--- src/rtl/nlp16af_pkg.sv ---
// Shared NLP-16AF definitions used by the fetch unit and the decoder.
// Holds the opcode values that set instruction length and the fetch FSM states.
package nlp16af_pkg;

    localparam logic [3:0] OP_PUSH   = 4'hD;
    localparam logic [3:0] OP_POP    = 4'hC;
    localparam logic [3:0] IMM_FIELD = 4'h3;

    typedef enum logic [1:0] {
        F1,
        F2,
        F3,
        HOLD
    } fetch_state_e;

endpackage

--- src/rtl/nlp16af_inst_len.sv ---
// Instruction length classifier. The decoder reuses it, so it is kept separate from the fetch unit.
// A push or pop opcode is a 1-word instruction; an IMM_FIELD in ir2 adds a third word.
module nlp16af_inst_len
    import nlp16af_pkg::*;
(
    input  logic [15:0] ir1_i,
    input  logic [15:0] ir2_i,
    output logic        one_word_o,
    output logic        needs_imm_o
);

    logic unused_bits;

    always_comb begin
        one_word_o  = (ir1_i[15:12] == OP_PUSH) || (ir1_i[15:12] == OP_POP);
        needs_imm_o = (ir2_i[15:12] == IMM_FIELD) || (ir2_i[11:8] == IMM_FIELD);
        unused_bits = ^{ir1_i[11:0], ir2_i[7:0]};
    end

endmodule

--- src/rtl/nlp16af_fetch_unit.sv ---
// NLP-16AF instruction fetch unit. It reads 1-3 words per instruction over req/ack, then
// holds the instruction for the decoder over valid/ready and handles execute-stage redirects.
module nlp16af_fetch_unit
    import nlp16af_pkg::*;
#(
    parameter logic [15:0] RESET_PC = 16'h0000
) (
    input  logic        i_clk,
    input  logic        i_rst,
    output logic        o_mem_req,
    output logic [15:0] o_mem_addr,
    input  logic        i_mem_ack,
    input  logic [15:0] i_mem_rdata,
    output logic        o_valid,
    input  logic        i_ready,
    output logic [15:0] o_ir1,
    output logic [15:0] o_ir2,
    output logic [15:0] o_ir3,
    output logic [1:0]  o_len,
    output logic [15:0] o_pc,
    input  logic        i_redirect,
    input  logic [15:0] i_redirect_pc
);

    fetch_state_e state_q, state_d;
    logic [15:0]  pc_q, pc_d;
    logic [15:0]  pend_pc_q, pend_pc_d;
    logic         pend_q, pend_d;
    logic [15:0]  ir1_q, ir1_d;
    logic [15:0]  ir2_q, ir2_d;
    logic [15:0]  ir3_q, ir3_d;
    logic [1:0]   len_q, len_d;
    logic         one_word;
    logic         needs_imm;

    // Read data is only classified in the state where it is the relevant word.
    nlp16af_inst_len u_inst_len (
        .ir1_i       (i_mem_rdata),
        .ir2_i       (i_mem_rdata),
        .one_word_o  (one_word),
        .needs_imm_o (needs_imm)
    );

    always_comb begin
        state_d   = state_q;
        pc_d      = pc_q;
        pend_pc_d = pend_pc_q;
        pend_d    = pend_q;
        ir1_d     = ir1_q;
        ir2_d     = ir2_q;
        ir3_d     = ir3_q;
        len_d     = len_q;

        if (state_q == HOLD) begin
            if (i_redirect) begin
                pc_d    = i_redirect_pc;
                state_d = F1;
            end else if (i_ready) begin
                pc_d    = pc_q + {14'b0, len_q};
                ir2_d   = 16'h0000;
                ir3_d   = 16'h0000;
                state_d = F1;
            end
        end else if (i_mem_ack) begin
            if (i_redirect || pend_q) begin
                // A redirect seen this cycle is newer than any latched one.
                pc_d    = i_redirect ? i_redirect_pc : pend_pc_q;
                pend_d  = 1'b0;
                state_d = F1;
            end else begin
                unique case (state_q)
                    F1: begin
                        ir1_d = i_mem_rdata;
                        ir2_d = 16'h0000;
                        ir3_d = 16'h0000;
                        if (one_word) begin
                            len_d   = 2'd1;
                            state_d = HOLD;
                        end else begin
                            state_d = F2;
                        end
                    end
                    F2: begin
                        ir2_d = i_mem_rdata;
                        if (needs_imm) begin
                            state_d = F3;
                        end else begin
                            len_d   = 2'd2;
                            state_d = HOLD;
                        end
                    end
                    F3: begin
                        ir3_d   = i_mem_rdata;
                        len_d   = 2'd3;
                        state_d = HOLD;
                    end
                    default: state_d = F1;
                endcase
            end
        end else if (i_redirect) begin
            pend_d    = 1'b1;
            pend_pc_d = i_redirect_pc;
        end
    end

    always_ff @(posedge i_clk) begin
        if (i_rst) begin
            state_q   <= F1;
            pc_q      <= RESET_PC;
            pend_pc_q <= 16'h0000;
            pend_q    <= 1'b0;
            ir1_q     <= 16'h0000;
            ir2_q     <= 16'h0000;
            ir3_q     <= 16'h0000;
            len_q     <= 2'd0;
        end else begin
            state_q   <= state_d;
            pc_q      <= pc_d;
            pend_pc_q <= pend_pc_d;
            pend_q    <= pend_d;
            ir1_q     <= ir1_d;
            ir2_q     <= ir2_d;
            ir3_q     <= ir3_d;
            len_q     <= len_d;
        end
    end

    always_comb begin
        unique case (state_q)
            F2:      o_mem_addr = pc_q + 16'd1;
            F3:      o_mem_addr = pc_q + 16'd2;
            default: o_mem_addr = pc_q;
        endcase
        // Gated by reset so no request is seen while reset is held.
        o_mem_req = (state_q != HOLD) && !i_rst;
        o_valid   = (state_q == HOLD);
        o_ir1     = ir1_q;
        o_ir2     = ir2_q;
        o_ir3     = ir3_q;
        o_len     = len_q;
        o_pc      = pc_q;
    end

endmodule

--- config.mk ---
export PLATFORM = sky130hd
export DESIGN_NAME = nlp16af_fetch_unit
export DESIGN_NICKNAME = d
export VERILOG_FILES = /design/src/rtl/nlp16af_pkg.sv /design/src/rtl/nlp16af_inst_len.sv /design/src/rtl/nlp16af_fetch_unit.sv
export SDC_FILE = /design/constraint.sdc
export NUM_CORES = 1
export LEC_CHECK = 0
export ABC_AREA = 1
export CORE_ASPECT_RATIO = 0.5
export CORE_MARGIN = 10
export CORE_UTILIZATION = 35
export DETAILED_ROUTE_END_ITERATION = 16
export REMOVE_ABC_BUFFERS = 1
export SYNTH_ARGS = -nofsm -noshare
export SYNTH_HDL_FRONTEND = slang
export SYNTH_SLANG_ARGS = --single-unit
export TNS_END_PERCENT = 50
--- constraint.sdc ---
create_clock -name i_clk -period 4.3 [get_ports i_clk]
set_clock_uncertainty 0.15 [all_clocks]
set_input_delay 0.86 -clock i_clk [delete_from_list [all_inputs] [get_ports i_clk]]
set_output_delay 0.86 -clock i_clk [all_outputs]
set_load 0.01 [all_outputs]
==> reports/metrics.yaml <==
run_status:
  status: "complete, no violations"
grt:
  antenna_found_initial: 0
  grt.total_usage: 0.169
  overflow: 0
  grt_max_degree: 29
  grt_pass1_vias: 4775
  grt_pass1_wl_um: 25800
logic_synthesis:
  ys_types: 41
  yosysWarnings: 0
  ys_top_cells_by_area: "dfxtp_1, nand2_1, o21ai_0"
  synth.top_cell.area_share: 0.364
  synth-seq-area-share: 0.364
  postSynthCellCount: 692
  synth_top_area_cell: "dfxtp_1"
  synth_area_per_cell_um2: 6.76
  synth_seq_cells: 85
  synth_area_um2: 4680
finish:
  diodes: 0
  drive_gt1_frac: 0.0598
  mostFrequentLayoutCell: "nand2_1"
  fill_cells: 1344
  final_cells: 973
  final_nets: 847
  area_growth_pct: 33.9
  final_cell_mix: "nand2_1, clkdlybuf4s50_1, nor2_1"
  fin_area_um2: 6270
critical_path:
  crit_end: "o_mem_addr[10]"
  crit_required_ps: 3290
  regToRegSetupSlack_ps: 1650
  end_kind: "output port"
  path_class: "reg -> out"
  arrival_ps: 2950
  rr_worst_depth: 10
  critPathLaunchType: "flop"
  r2r-end: "o_pc[2]"
  critical_path.startpoint: "state_q[1]"
  rr_startpoint: "state_q[0]"
  worstPathMaxFanout: 11
clock_tree:
  cts_tree: "yes"
  cts_resized: 0
  numCtsBuffers: 9
  clock_sinks: 85
  cts_setup_buffers: 0
  ctsHoldBuffers: 0
  clk_latency_ps: 340
  clock_path_buffers: 2
  clk_pin_slew_ps: 70
  htree_levels: 3
  clock-root-buffer: "clkbuf_16"
hold_path:
  holdCritPathClass: "reg -> reg"
  min_path_cells: 2
power:
  internal_power_mw: 1.48
  p_leak_nw: 2.45
  p_per_area_nw_per_um2: 336
  p_sw_uw: 623
  irDropWorstVdd_mv: 0.186
  clkPwrFrac: 0.392
  combPwrFrac: 0.189
  switching_share: 0.296
  pwr-share-seq: 0.419
die:
  die_h_um: 102
  rows: 29
  die_w_um: 184
  core_um2: 12900
  start_util: 0.363
  io_pins: 121
  dieArea_um2: 18700
timing:
  rsz0062_at_grt: "false"
  worstMarginPinSlew_ps: 658
  post-route-min-period_ps: 3960
  fmax_ghz: 0.253
  drv_slew: 0
  holdWs_ps: 296
  setup_viol: 0
  fin_setup_tns_ps: 0
  relSlewSlack: 0.561
  min_period_over_period: 0.921
  final_hold_viol_count: 0
routing:
  avgViaCountPerCell: 5.14
  drtIter0Drc: 342
  routedWlPerCell_um: 16.3
  final_antenna_net_count: 0
  drc_errors: 0
  routed_wl_um: 15800
  via_count: 5002
  drtPass1Iterations: 4
place:
  hpwl_um: 12100
  dp.cells: 957
  gp_congestion: 0.908
  io_buffers: 120
  postPlaceCellArea_um2: 5960
run:
  max_cap_violations: 0
==> worst min-delay path by stage <==
stage,from,end
global placement,pend_pc_q[10],pend_pc_q[10]
global route,pend_pc_q[11],pend_pc_q[11]
CTS,pend_pc_q[10],pend_pc_q[10]
floorplan,pend_pc_q[10],pend_pc_q[10]
finish,pend_pc_q[10],pend_pc_q[10]
detailed placement,pend_pc_q[10],pend_pc_q[10]
==> cells in the mapped netlist (all sizes together) <==
library cell / count
o211ai: 2
o31ai: 11
nor4: 1
a21oi: 63
nand4: 12
a211oi: 1
ha: 11
inv: 70
a32oi: 1
nand2: 130
clkbuf: 14
a22oi: 1
nor3: 9
o21a: 1
buf: 19
o221ai: 1
dfxtp: 85
xnor2: 1
fa: 1
nand3: 39
o21ai: 91
a31oi: 14
o22ai: 3
nor2: 111
==> routing by layer <==
metal,global-route usage,vias up,routed length [µm]
met2,0.278,131,7100
met1,0.222,2320,7710
li1,-,2537,-
met5,0,-,0
met3,0.0425,14,932
met4,0.0325,0,101
==> logic make-up (layout without fill, tap and decap cells) <==
family / Yosys count / in the layout / synth area share
AND/OR/NAND/NOR: 302 / 302 / 0.281
XOR/XNOR: 1 / 1 / 0.00187
AO/OA/AOI/OAI: 189 / 189 / 0.220
flip-flops: 85 / 85 / 0.364
adder cells (fa/ha/maj): 12 / 12 / 0.0337
buffers and inverters: 103 / 214 / 0.0992
==> metrics by stage <==
| step | util | worst slack [ps] | power, mW |
|---|---|---|---|
| final | 0.486 | 341 | 2.10 |
| after global routing | 0.486 | 81.8 | 2.21 |
| after CTS | 0.486 | 360 | 2.13 |
| after detailed placement | 0.463 | 695 | 1.30 |
| after global placement | 0.463 | 773 | 1.30 |
| after floorplan | - | 1410 | 1.08 |
==> state kept, by name, indices dropped and copies added, names as in the netlist <==
register,cells
o_ir1,16
o_ir2,16
o_ir3,16
o_pc,16
pend_pc_q,16
o_len,2
state_q,2
pend_q,1
==> power groups by stage <==
stage	combinational (mW)	clock, mW	sequential, mW
final	0.398	0.824	0.882
after global routing	0.444	0.880	0.888
after CTS	0.403	0.841	0.881
after detailed placement	0.401	0	0.899
after global placement	0.398	0	0.898
after floorplan	0.176	0	0.906
==> worst max-delay path, cell delays in order, from the launching register on <==
cell and delay, ps:
dfxtp_1 370, inv_1 160, ha_1 400, inv_1 280
o22ai_1 300, nand2_1 120, nor2_1 180, a21oi_1 90
nor2_1 150, clkdlybuf4s50_1 570
==> layout make-up <==
| cell class | instances | area (µm²) | share of cell area |
|---|---|---|---|
| Multi-Input combinational cell | 504 | 2510 | 0.401 |
| Sequential cell | 85 | 1700 | 0.272 |
| Timing Repair Buffer | 128 | 1260 | 0.201 |
| Inverter | 70 | 273 | 0.0435 |
| Clock buffer | 9 | 225 | 0.0359 |
| Tap cell | 170 | 213 | 0.0339 |
| Clock inverter | 7 | 80.1 | 0.0128 |
No activity file was read; power rests on OpenSTA's default activity.
